**src/rtl/match_max_pkg.sv**
```systemverilog
// Shared types and default dimensions for the match-vector max unit.
package match_max_pkg;

  localparam int unsigned CAM_LEN_DEF    = 32'd32;
  localparam int unsigned GROUP_LEN_DEF  = 32'd16;
  localparam int unsigned NUM_GROUPS_DEF = 32'd16;

  typedef enum logic [2:0] {
    ST_IDLE    = 3'd0,
    ST_COLLECT = 3'd1,
    ST_REDUCE  = 3'd2,
    ST_REPLAY  = 3'd3,
    ST_DONE    = 3'd4
  } state_e;

  // Counter width for a count of n items; a single-item count still gets one bit.
  function automatic int unsigned cnt_width(input int unsigned n);
    return (n < 32'd2) ? 32'd1 : $clog2(n);
  endfunction

endpackage

```
**src/rtl/match_max_if.sv**
```systemverilog
// Input and output valid/ready streams of the match-vector max unit.
interface match_max_if #(
  parameter int unsigned CAM_LEN = 32
);
  logic               in_valid;
  logic               in_ready;
  logic [CAM_LEN-1:0] in_vector;
  logic               out_valid;
  logic               out_ready;
  logic [CAM_LEN-1:0] out_vector;

  modport master (
    output in_valid, in_vector, out_ready,
    input  in_ready, out_valid, out_vector
  );

  modport slave (
    input  in_valid, in_vector, out_ready,
    output in_ready, out_valid, out_vector
  );
endinterface

```
**src/rtl/match_max_find.sv**
```systemverilog
// Combinational isolator: keeps only the highest set bit of vec_i (zero in, zero out).
module match_max_find #(
  parameter int unsigned CAM_LEN = 32
) (
  input  logic [CAM_LEN-1:0] vec_i,
  output logic [CAM_LEN-1:0] onehot_o
);

  logic seen_s;

  // Walk from the MSB down; a bit survives only if nothing above it was set.
  always_comb begin
    onehot_o = '0;
    seen_s   = 1'b0;
    for (int i = int'(CAM_LEN) - 1; i >= 0; i--) begin
      onehot_o[i] = vec_i[i] & ~seen_s;
      seen_s      = seen_s | vec_i[i];
    end
  end

endmodule

```
**src/rtl/match_max_unit.sv**
```systemverilog
// Collects groups of match vectors, reduces each to a one-hot local max and replays
// them OR'd with it. Define MATCH_MAX_GLOBAL_EN to build the per-pass global_max register.
module match_max_unit
  import match_max_pkg::*;
#(
  parameter int unsigned CAM_LEN    = CAM_LEN_DEF,
  parameter int unsigned GROUP_LEN  = GROUP_LEN_DEF,
  parameter int unsigned NUM_GROUPS = NUM_GROUPS_DEF
) (
  input  logic               clk,
  input  logic               reset,
  input  logic               start,
  input  logic               abort,
  match_max_if.slave         bus,
  output logic [CAM_LEN-1:0] local_max,
  output logic [CAM_LEN-1:0] global_max,
  output logic               pass_done
);

  localparam int unsigned IDX_W = cnt_width(GROUP_LEN);
  localparam int unsigned GRP_W = cnt_width(NUM_GROUPS);
  localparam logic [IDX_W-1:0] IDX_LAST = IDX_W'(GROUP_LEN - 32'd1);
  localparam logic [GRP_W-1:0] GRP_LAST = GRP_W'(NUM_GROUPS - 32'd1);

  state_e             state_q, state_d;
  logic [IDX_W-1:0]   idx_q, idx_d;
  logic [GRP_W-1:0]   grp_q, grp_d;
  logic [CAM_LEN-1:0] acc_q, acc_d;
  logic [CAM_LEN-1:0] lmax_q, lmax_d;
  logic [CAM_LEN-1:0] buf_q [GROUP_LEN];
  logic               buf_we_s;
  logic [CAM_LEN-1:0] peak_s;

  match_max_find #(.CAM_LEN(CAM_LEN)) u_find (
    .vec_i    (acc_q),
    .onehot_o (peak_s)
  );

  // Next-state and datapath control; abort overrides every transition.
  always_comb begin
    state_d  = state_q;
    idx_d    = idx_q;
    grp_d    = grp_q;
    acc_d    = acc_q;
    lmax_d   = lmax_q;
    buf_we_s = 1'b0;
    if (abort) begin
      state_d = ST_IDLE;
      idx_d   = '0;
      grp_d   = '0;
      acc_d   = '0;
    end else begin
      case (state_q)
        ST_IDLE: begin
          if (start) begin
            state_d = ST_COLLECT;
            idx_d   = '0;
            grp_d   = '0;
            acc_d   = '0;
          end else begin
            state_d = ST_IDLE;
          end
        end
        ST_COLLECT: begin
          if (bus.in_valid) begin
            buf_we_s = 1'b1;
            acc_d    = acc_q | bus.in_vector;
            if (idx_q == IDX_LAST) begin
              idx_d   = '0;
              state_d = ST_REDUCE;
            end else begin
              idx_d = idx_q + IDX_W'(1);
            end
          end else begin
            state_d = ST_COLLECT;
          end
        end
        ST_REDUCE: begin
          lmax_d  = peak_s;
          acc_d   = '0;
          state_d = ST_REPLAY;
        end
        ST_REPLAY: begin
          if (bus.out_ready) begin
            if (idx_q == IDX_LAST) begin
              idx_d = '0;
              if (grp_q == GRP_LAST) begin
                grp_d   = '0;
                state_d = ST_DONE;
              end else begin
                grp_d   = grp_q + GRP_W'(1);
                state_d = ST_COLLECT;
              end
            end else begin
              idx_d = idx_q + IDX_W'(1);
            end
          end else begin
            state_d = ST_REPLAY;
          end
        end
        ST_DONE: begin
          state_d = ST_IDLE;
        end
        default: begin
          state_d = ST_IDLE;
        end
      endcase
    end
  end

  // Control state, counters, accumulator and local max.
  always_ff @(posedge clk or negedge reset) begin
    if (!reset) begin
      state_q <= ST_IDLE;
      idx_q   <= '0;
      grp_q   <= '0;
      acc_q   <= '0;
      lmax_q  <= '0;
    end else begin
      state_q <= state_d;
      idx_q   <= idx_d;
      grp_q   <= grp_d;
      acc_q   <= acc_d;
      lmax_q  <= lmax_d;
    end
  end

  // Group buffer; cleared on reset so nothing stale survives a mid-pass reset.
  always_ff @(posedge clk or negedge reset) begin
    if (!reset) begin
      for (int i = 0; i < int'(GROUP_LEN); i++) begin
        buf_q[i] <= '0;
      end
    end else if (buf_we_s) begin
      buf_q[idx_q] <= bus.in_vector;
    end
  end

`ifdef MATCH_MAX_GLOBAL_EN
  logic [CAM_LEN-1:0] gmax_q, gmax_d;

  // Global max: cleared by an accepted start, accumulates each reduction, kept on abort.
  always_comb begin
    gmax_d = gmax_q;
    if (abort) begin
      gmax_d = gmax_q;
    end else if ((state_q == ST_IDLE) && start) begin
      gmax_d = '0;
    end else if (state_q == ST_REDUCE) begin
      gmax_d = gmax_q | peak_s;
    end else begin
      gmax_d = gmax_q;
    end
  end

  // Global max register.
  always_ff @(posedge clk or negedge reset) begin
    if (!reset) begin
      gmax_q <= '0;
    end else begin
      gmax_q <= gmax_d;
    end
  end

  assign global_max = gmax_q;
`else
  assign global_max = '0;
`endif

  assign local_max      = lmax_q;
  assign pass_done      = (state_q == ST_DONE);
  assign bus.in_ready   = (state_q == ST_COLLECT);
  assign bus.out_valid  = (state_q == ST_REPLAY);
  assign bus.out_vector = (state_q == ST_REPLAY) ? (buf_q[idx_q] | lmax_q) : '0;

endmodule

```
**src/flat_wrapper.sv**
```systemverilog
// flat-port wrapper written by rule: the top's interface ports become plain ports
module match_max_unit_flat import match_max_pkg::*;
#(
  parameter int unsigned CAM_LEN    = CAM_LEN_DEF,
  parameter int unsigned GROUP_LEN  = GROUP_LEN_DEF,
  parameter int unsigned NUM_GROUPS = NUM_GROUPS_DEF
)
  (clk, reset, start, abort, local_max, global_max, pass_done, bus_in_valid, bus_in_vector, bus_out_ready, bus_in_ready, bus_out_valid, bus_out_vector);
  match_max_if #(.CAM_LEN(CAM_LEN)) bus_i ();
  input  logic clk;
  input  logic reset;
  input  logic start;
  input  logic abort;
  output logic [CAM_LEN-1:0] local_max;
  output logic [CAM_LEN-1:0] global_max;
  output logic pass_done;
  input wire logic [$bits(bus_i.in_valid)-1:0] bus_in_valid;
  input wire logic [$bits(bus_i.in_vector)-1:0] bus_in_vector;
  input wire logic [$bits(bus_i.out_ready)-1:0] bus_out_ready;
  output wire logic [$bits(bus_i.in_ready)-1:0] bus_in_ready;
  output wire logic [$bits(bus_i.out_valid)-1:0] bus_out_valid;
  output wire logic [$bits(bus_i.out_vector)-1:0] bus_out_vector;
  assign bus_i.in_valid = bus_in_valid;
  assign bus_i.in_vector = bus_in_vector;
  assign bus_i.out_ready = bus_out_ready;
  assign bus_in_ready = bus_i.in_ready;
  assign bus_out_valid = bus_i.out_valid;
  assign bus_out_vector = bus_i.out_vector;
  match_max_unit #(.CAM_LEN(CAM_LEN), .GROUP_LEN(GROUP_LEN), .NUM_GROUPS(NUM_GROUPS)) u_core (.clk(clk), .reset(reset), .start(start), .abort(abort), .bus(bus_i), .local_max(local_max), .global_max(global_max), .pass_done(pass_done));
endmodule
```
**config.mk**
```make
export PLATFORM = sky130hd
export DESIGN_NAME = match_max_unit_flat
export DESIGN_NICKNAME = d
export VERILOG_FILES = /design/src/rtl/match_max_pkg.sv /design/src/rtl/match_max_if.sv /design/src/rtl/match_max_find.sv /design/src/rtl/match_max_unit.sv /design/src/flat_wrapper.sv
export SDC_FILE = /design/constraint.sdc
export NUM_CORES = 1
export LEC_CHECK = 0
export ABC_AREA = 1
export BUFFER_PORTS_ARGS = -buffer_cell sky130_fd_sc_hd__clkbuf_2
export CAP_MARGIN = 20
export CORE_MARGIN = 8
export CORE_UTILIZATION = 35
export DETAILED_ROUTE_END_ITERATION = 16
export PLACE_DENSITY = 0.58
export RECOVER_POWER = 100
export SKIP_CTS_REPAIR_TIMING = 1
export SLEW_MARGIN = 20
export SYNTH_ARGS = -nofsm -noshare
export SYNTH_HDL_FRONTEND = slang
export SYNTH_SLANG_ARGS = --single-unit
```
**constraint.sdc**
```tcl
create_clock -name clk -period 2.8 [get_ports clk]
set_input_delay 0.14 -clock clk [delete_from_list [all_inputs] [get_ports clk]]
set_output_delay 0.14 -clock clk [all_outputs]
set_load 0.01 [all_outputs]
```
Yosys cells after proc, flatten, opt, wreduce, memory -nomap -nowiden
Cells that the tools add are included.
{"block": "word_totals", "regBits": 587, "in_bits": 38, "wordCells": 176}
{"block": "classes", "n_addsub": 2, "magnitude_cmp": 2, "n_eq_ne": 12, "muxes": 33, "bitwise_logic": 96, "reduce_logical": 10}
{"operator": "$bwmux W512", "n": 1}
{"operator": "$mux W32", "n": 7}
{"operator": "$bmux W32 S4", "n": 1}
{"operator": "$demux W32 S4", "n": 1}
{"operator": "$pmux W32 S3", "n": 1}
{"operator": "$or A32 B32 Y32", "n": 2}
{"operator": "$mux W4", "n": 9}
{"operator": "$not A1 Y1", "n": 32}
{"operator": "$and A1 B1 Y1", "n": 31}
{"operator": "$or A1 B1 Y1", "n": 30}
{"operator": "$mux W3", "n": 6}
{"operator": "$pmux W3 S4", "n": 1}
{"operator": "$pmux W4 S3", "n": 1}
{"operator": "$ne A3 B3 Y1 const B", "n": 3}
{"operator": "$add A4 B1 Y4 const B", "n": 2}
{"operator": "$eq A4 B4 Y1 const B", "n": 2}
{"operator": "$ne A4 B3 Y1 const B", "n": 2}
{"operator": "$pmux W4 S2", "n": 1}
{"operator": "$reduce_and A4 Y1", "n": 2}
{"operator": "$reduce_bool A4 Y1", "n": 2}
{"operator": "$eq A3 B2 Y1 const B", "n": 2}
{"operator": "$ge A5 B5 Y1 const B", "n": 1}
{"operator": "$lt A5 B1 Y1 const B", "n": 1}
{"operator": "$not A4 Y5", "n": 1}
{"operator": "9 further kinds", "n": 13}

Longest topological paths before layout
{"block": "depth", "word_depth": 32, "ltp_mapped": 15, "mapped_depth_nobuf": 15}

By module
A second synthesis with hierarchy kept.
{"block": "hier_totals", "cells_unflattened": 3782, "area_unflattened_um2": 28627.5}
{"module": "match_max_unit", "instances": 1, "cells_per_inst": 3699, "area_each_um2": 28117.0}
{"module": "match_max_find", "instances": 1, "cells_per_inst": 83, "area_each_um2": 510.5}

Worst setup path after synthesis
OpenSTA, ideal clock, no wires.
{"block": "synth_timing", "path_kind": "reg-to-reg", "from": "register u_core.idx_q[0]", "to": "register u_core.buf_q[355] in the netlist's numbering", "setup_time_ps": 133, "arrival_time_ps": 2222, "path_slack_ps": 445, "stages_incl_launch_ff": 12, "n_path_buf": 4, "cell_sequence": "dfrtp_1 buf_2 clkinv_1 clkbuf_1 clkbuf_1 ha_1 inv_1 nor2_1 nand2_1 clkbuf_1 nand2_1 o21ai_0"}
{"block": "synth_via", "elab_chain_len": 6, "elab_cells_between_ends": 7}
{"item": "from (decl)", "line": "match_max_unit.sv:26", "text": "logic [IDX_W-1:0] idx_q, idx_d;"}
{"item": "from (signal assigned)", "line": "match_max_unit.sv:121", "text": "idx_q <= idx_d;"}
{"item": "$not A4 Y5 (implied by the code) *", "line": "match_max_unit.sv:135", "text": "buf_q[idx_q] <= bus.in_vector;"}
{"item": "$ge A5 B5 Y1 (implied by the code) / $lt A5 B1 Y1 (equally long branches)", "line": "match_max_unit.sv:135"}
{"item": "$logic_and A1 B1 Y1 (implied by the code)", "line": "match_max_unit.sv:135"}
{"item": "$mux W32 (implied by the code)", "line": "match_max_unit.sv:135"}
{"item": "$demux W32 S4 *", "line": "match_max_unit.sv:135"}
{"item": "$bwmux W512 *", "line": "match_max_unit.sv:135"}
{"item": "to (signal, indexed assignment)", "line": "match_max_unit.sv:135"}
{"item": "to (decl)", "line": "match_max_unit.sv:30", "text": "logic [CAM_LEN-1:0] buf_q [GROUP_LEN];"}
Mark *: on every way between the ends. The rest lies on a longest branch, timed or not.
A chain may end at the register's enable or synchronous reset.

Final worst setup path
{"block": "layout_timing", "from": "register u_core.idx_q[0]", "to": "output port bus_out_vector[28]"}
{"block": "layout_via", "elab_chain_len": 6}
{"item": "$not A4 Y5 (implied by the code)", "line": "match_max_unit.sv:174", "text": "assign bus.out_vector = (state_q == ST_REPLAY) ? (buf_q[idx_q] | lmax_q) : '0;"}
{"item": "$bmux W32 S4", "line": "match_max_unit.sv:174"}
{"item": "$mux W32 (implied by the code) (2 in series)", "line": "match_max_unit.sv:174"}
{"item": "$or A32 B32 Y32", "line": "match_max_unit.sv:174"}
{"item": "$mux W32", "line": "match_max_unit.sv:174"}
{"item": "to (decl)", "line": "flat_wrapper.sv:22", "text": "output wire logic [$bits(bus_i.out_vector)-1:0] bus_out_vector;"}
No other way between the ends. The select of a mux whose other input is x is not followed.

==> results.cfg <==
[outcome]
outcome = complete, but fails checks
violations = negative hold slack, max-capacitance violations, max-slew violations

[yosys]
synth_compound_area_share_pct = 21.3
yosysUniqueCellTypes = 31
synth_fa_ha_area_share_pct = 0.242
ys_ff_latch = 587
yosysSeqAreaShare_pct = 56.7
synthXorXnorAreaFrac_pct = 0
yosysWarnings = 0
syn-cell-area_mm2 = 0.0259
synth_edf_count = 0
synth_mux_area_share_pct = 0
async_flop_share_pct = 100
synth_top_family_by_area = compound AO/OA/AOI/OAI gates
synthCells = 3045
synth_simple_gate_area_share_pct = 15.9
yosys.area.top_type = dfrtp_1
synth_area_leaders = dfrtp_1 (57%), o21ai_0 (15%), nand2_1 (10%)
avgSynthCellArea_um2 = 8.51
synth_flop_cell = dfrtp_1
synth.top_cell.area_share_pct = 56.7

[timing]
fmax_mhz = 368
finalSetupViolations = 0
drv_slew = 58
slew_headroom_pct = -13.8
hold_viol_final = 1
tightestPinTransition_ns = 1.71
skew_ns = 0.0290
hold_ws_ns = -0.00443
rsz0062_at_grt = true
finalCritPeriodShare_pct = 97.1
timing.final.ws_setup_ns = 0.0822
fin_crit_ns = 2.72

[power_and_ir_drop]
fin_total_pwr_mw = 27.3
peakVddDrop_mv = 0.486
total_leakage_power_nw = 13.7
power_density_mw_per_mm2 = 891

[drt]
drtIter0Drc = 2117
dr.pass1.iters = 6
wl_mm = 86.1
vias_per_cell = 5.31
via_count = 21913
final_antenna_net_count = 0
route.detailed.drc = 0
wire_per_inst_um = 20.9

[clock_tree]
clock_sinks = 587
cts_buffers = 67
cts.htree.levels = 3
cts_buffer_depth = 3
clockRootBuffer = clkbuf_16
insertion_delay_ns = 0.62
cts_tree = built
clk_pin_slew_ns = 0.06

[worst_setup_path]
crit_arrival_ns = 2.58
crit_chain = buf_12 -> clkbuf_16 -> o21ai_0 -> o22ai_1 -> a21oi_1 -> a41oi_1 -> clkbuf_2
slowest_delay_ns = 0.55
critical_path.top_delay_family = compound AO/OA/AOI/OAI gates
required_ns = 2.66
cpMaxStageDelayCell = dfrtp_4
cp-start-kind = flip-flop
worst-path-buf-inv = 3
path_max_fanout = 28
critPathCaptureType = primary output
crit_type = reg -> out

[die]
die_w_um = 288
core_mm2 = 0.0731
ioPinCount = 137
rows = 99
dieArea_mm2 = 0.0830
initial_core_util_pct = 35.4
die_y_um = 288

[placed_design]
pre_cts_ws_ns = 0.235
io_buffers = 104
dp_hpwl_mm = 48.4
gp_routability_congestion = 0.769

[finish]
diodes = 0
final_nets = 3158
drive_gt1_share_pct = 10.1
areaGrowthSynthToFinish_pct = 18.2

[run]
cap_violations = 1

[grt]
grt_pass1_vias = 21055
grt.overflow.total = 0
grt_pass1_wl_mm = 128
antenna_found_initial = 0
grt_start_max_net_pins = 120
track_usage_pct = 19.8

[min_path]
hp-class = in -> reg
-- layout by cell type (no fill, tap or decap), types with 37 or more instances in the layout --
| master | instances |
|---|---|
| dlygate4sd3_1 | 37 |
| nand2_1 | 701 |
| clkbuf_1 | 59 |
| clkbuf_16 | 73 |
| a21oi_1 | 74 |
| o22ai_1 | 128 |
| o21ai_0 | 783 |
| dfrtp_1 | 585 |
| buf_4 | 43 |
| clkbuf_2 | 77 |
| nor2_1 | 286 |
| inv_1 | 92 |
-- final timing paths --
path                       depth (start not counted)             start  slack [ns]                    to
hold / removal                                     4     bus_out_ready      -0.004     u_core.state_q[1]
max in group asynchronous                          4             reset        0.44     u_core.buf_q[432]
setup / recovery                                   7   u_core.idx_q[0]        0.08    bus_out_vector[28]
min in group asynchronous                          2             reset        0.50      u_core.acc_q[27]
hold reg to reg                                    1  u_core.acc_q[13]        0.45  u_core.local_max[12]
setup reg to reg                                  15  u_core.acc_q[27]        0.26   u_core.local_max[0]
-- state kept, by name, indices dropped and copies added, names as in the netlist --
signal            cells
u_core.grp_q          4
u_core.local_max     32
u_core.idx_q          4
u_core.state_q        3
u_core.acc_q         32
u_core.buf_q        512
-- per-layer routing --
| layer | vias to the layer above | track usage, % | routed length (µm) |
|---|---|---|---|
| met1 | 10829 | 26.5 | 38300 |
| met2 | 668 | 33.2 | 41300 |
| met5 | - | 0 | 0 |
| li1 | 10296 | - | - |
| met4 | 0 | 5.66 | 2070 |
| met3 | 120 | 3.04 | 4390 |
-- through the flow --
| stage | TNS (ns) | util [%] | area [µm²] | hold slack (ns) | cells |
|---|---|---|---|---|---|
| finish | 0 | 41.9 | 30600 | -0.00443 | 4123 |
| global route | -0.00257 | 41.9 | 30600 | 0.0357 | 4123 |
| CTS | -3.57 | 41.1 | 30000 | -0.536 | 4076 |
| floorplan | 0 | - | 26000 | -0.156 | 3076 |
| detailed placement | 0 | 38.0 | 27800 | 0.128 | 3958 |
| global placement | 0 | 38.0 | 27800 | 0.131 | 3958 |
-- where the power goes --
part           total, mW  switching [mW]  internal (mW)
Clock               8.99            3.71           5.28
Combinational       7.80            5.12           2.67
Sequential          10.5           0.797           9.68
Total               27.3            9.63           17.6
-- cells in the mapped netlist, types with 2 or more instances --
master,count
buf_1,8
nand4_4,5
nor2_4,6
o31ai_1,12
nor3_1,4
nor2_1,291
ha_1,5
a41oi_1,32
buf_4,32
buf_2,4
nand4_1,2
dfrtp_1,587
o21ai_0,783
nor2_2,3
clkbuf_1,228
a21oi_1,74
nand3_1,19
inv_1,94
nand2_1,715
inv_2,2
o41ai_1,2
o22ai_1,128
-- kinds of logic after synthesis --
kind of cell / count (synthesis)
AO/OA/AOI/OAI: 1035
buffers and inverters: 369
other: 1
adder cells (fa/ha/maj): 5
AND/OR/NAND/NOR: 1048
flip-flops: 587
-- tightest hold or removal path, stage by stage --
cell      delay (ns)
clkbuf_2        0.12
a21oi_1         0.07
a21oi_1         0.13
o31ai_1         0.09
-- area by class of cell --
class                   count  area, µm²
repair buffers            242       2090
clock inverters            22        317
clock buffers              96       1920
well taps                 959       1200
multi-input cells        2120       9980
fillers                  7343      42500
inverters                  97        395
flip-flops and latches    587      14700
Note: power is estimated with default switching activity, not from simulation.
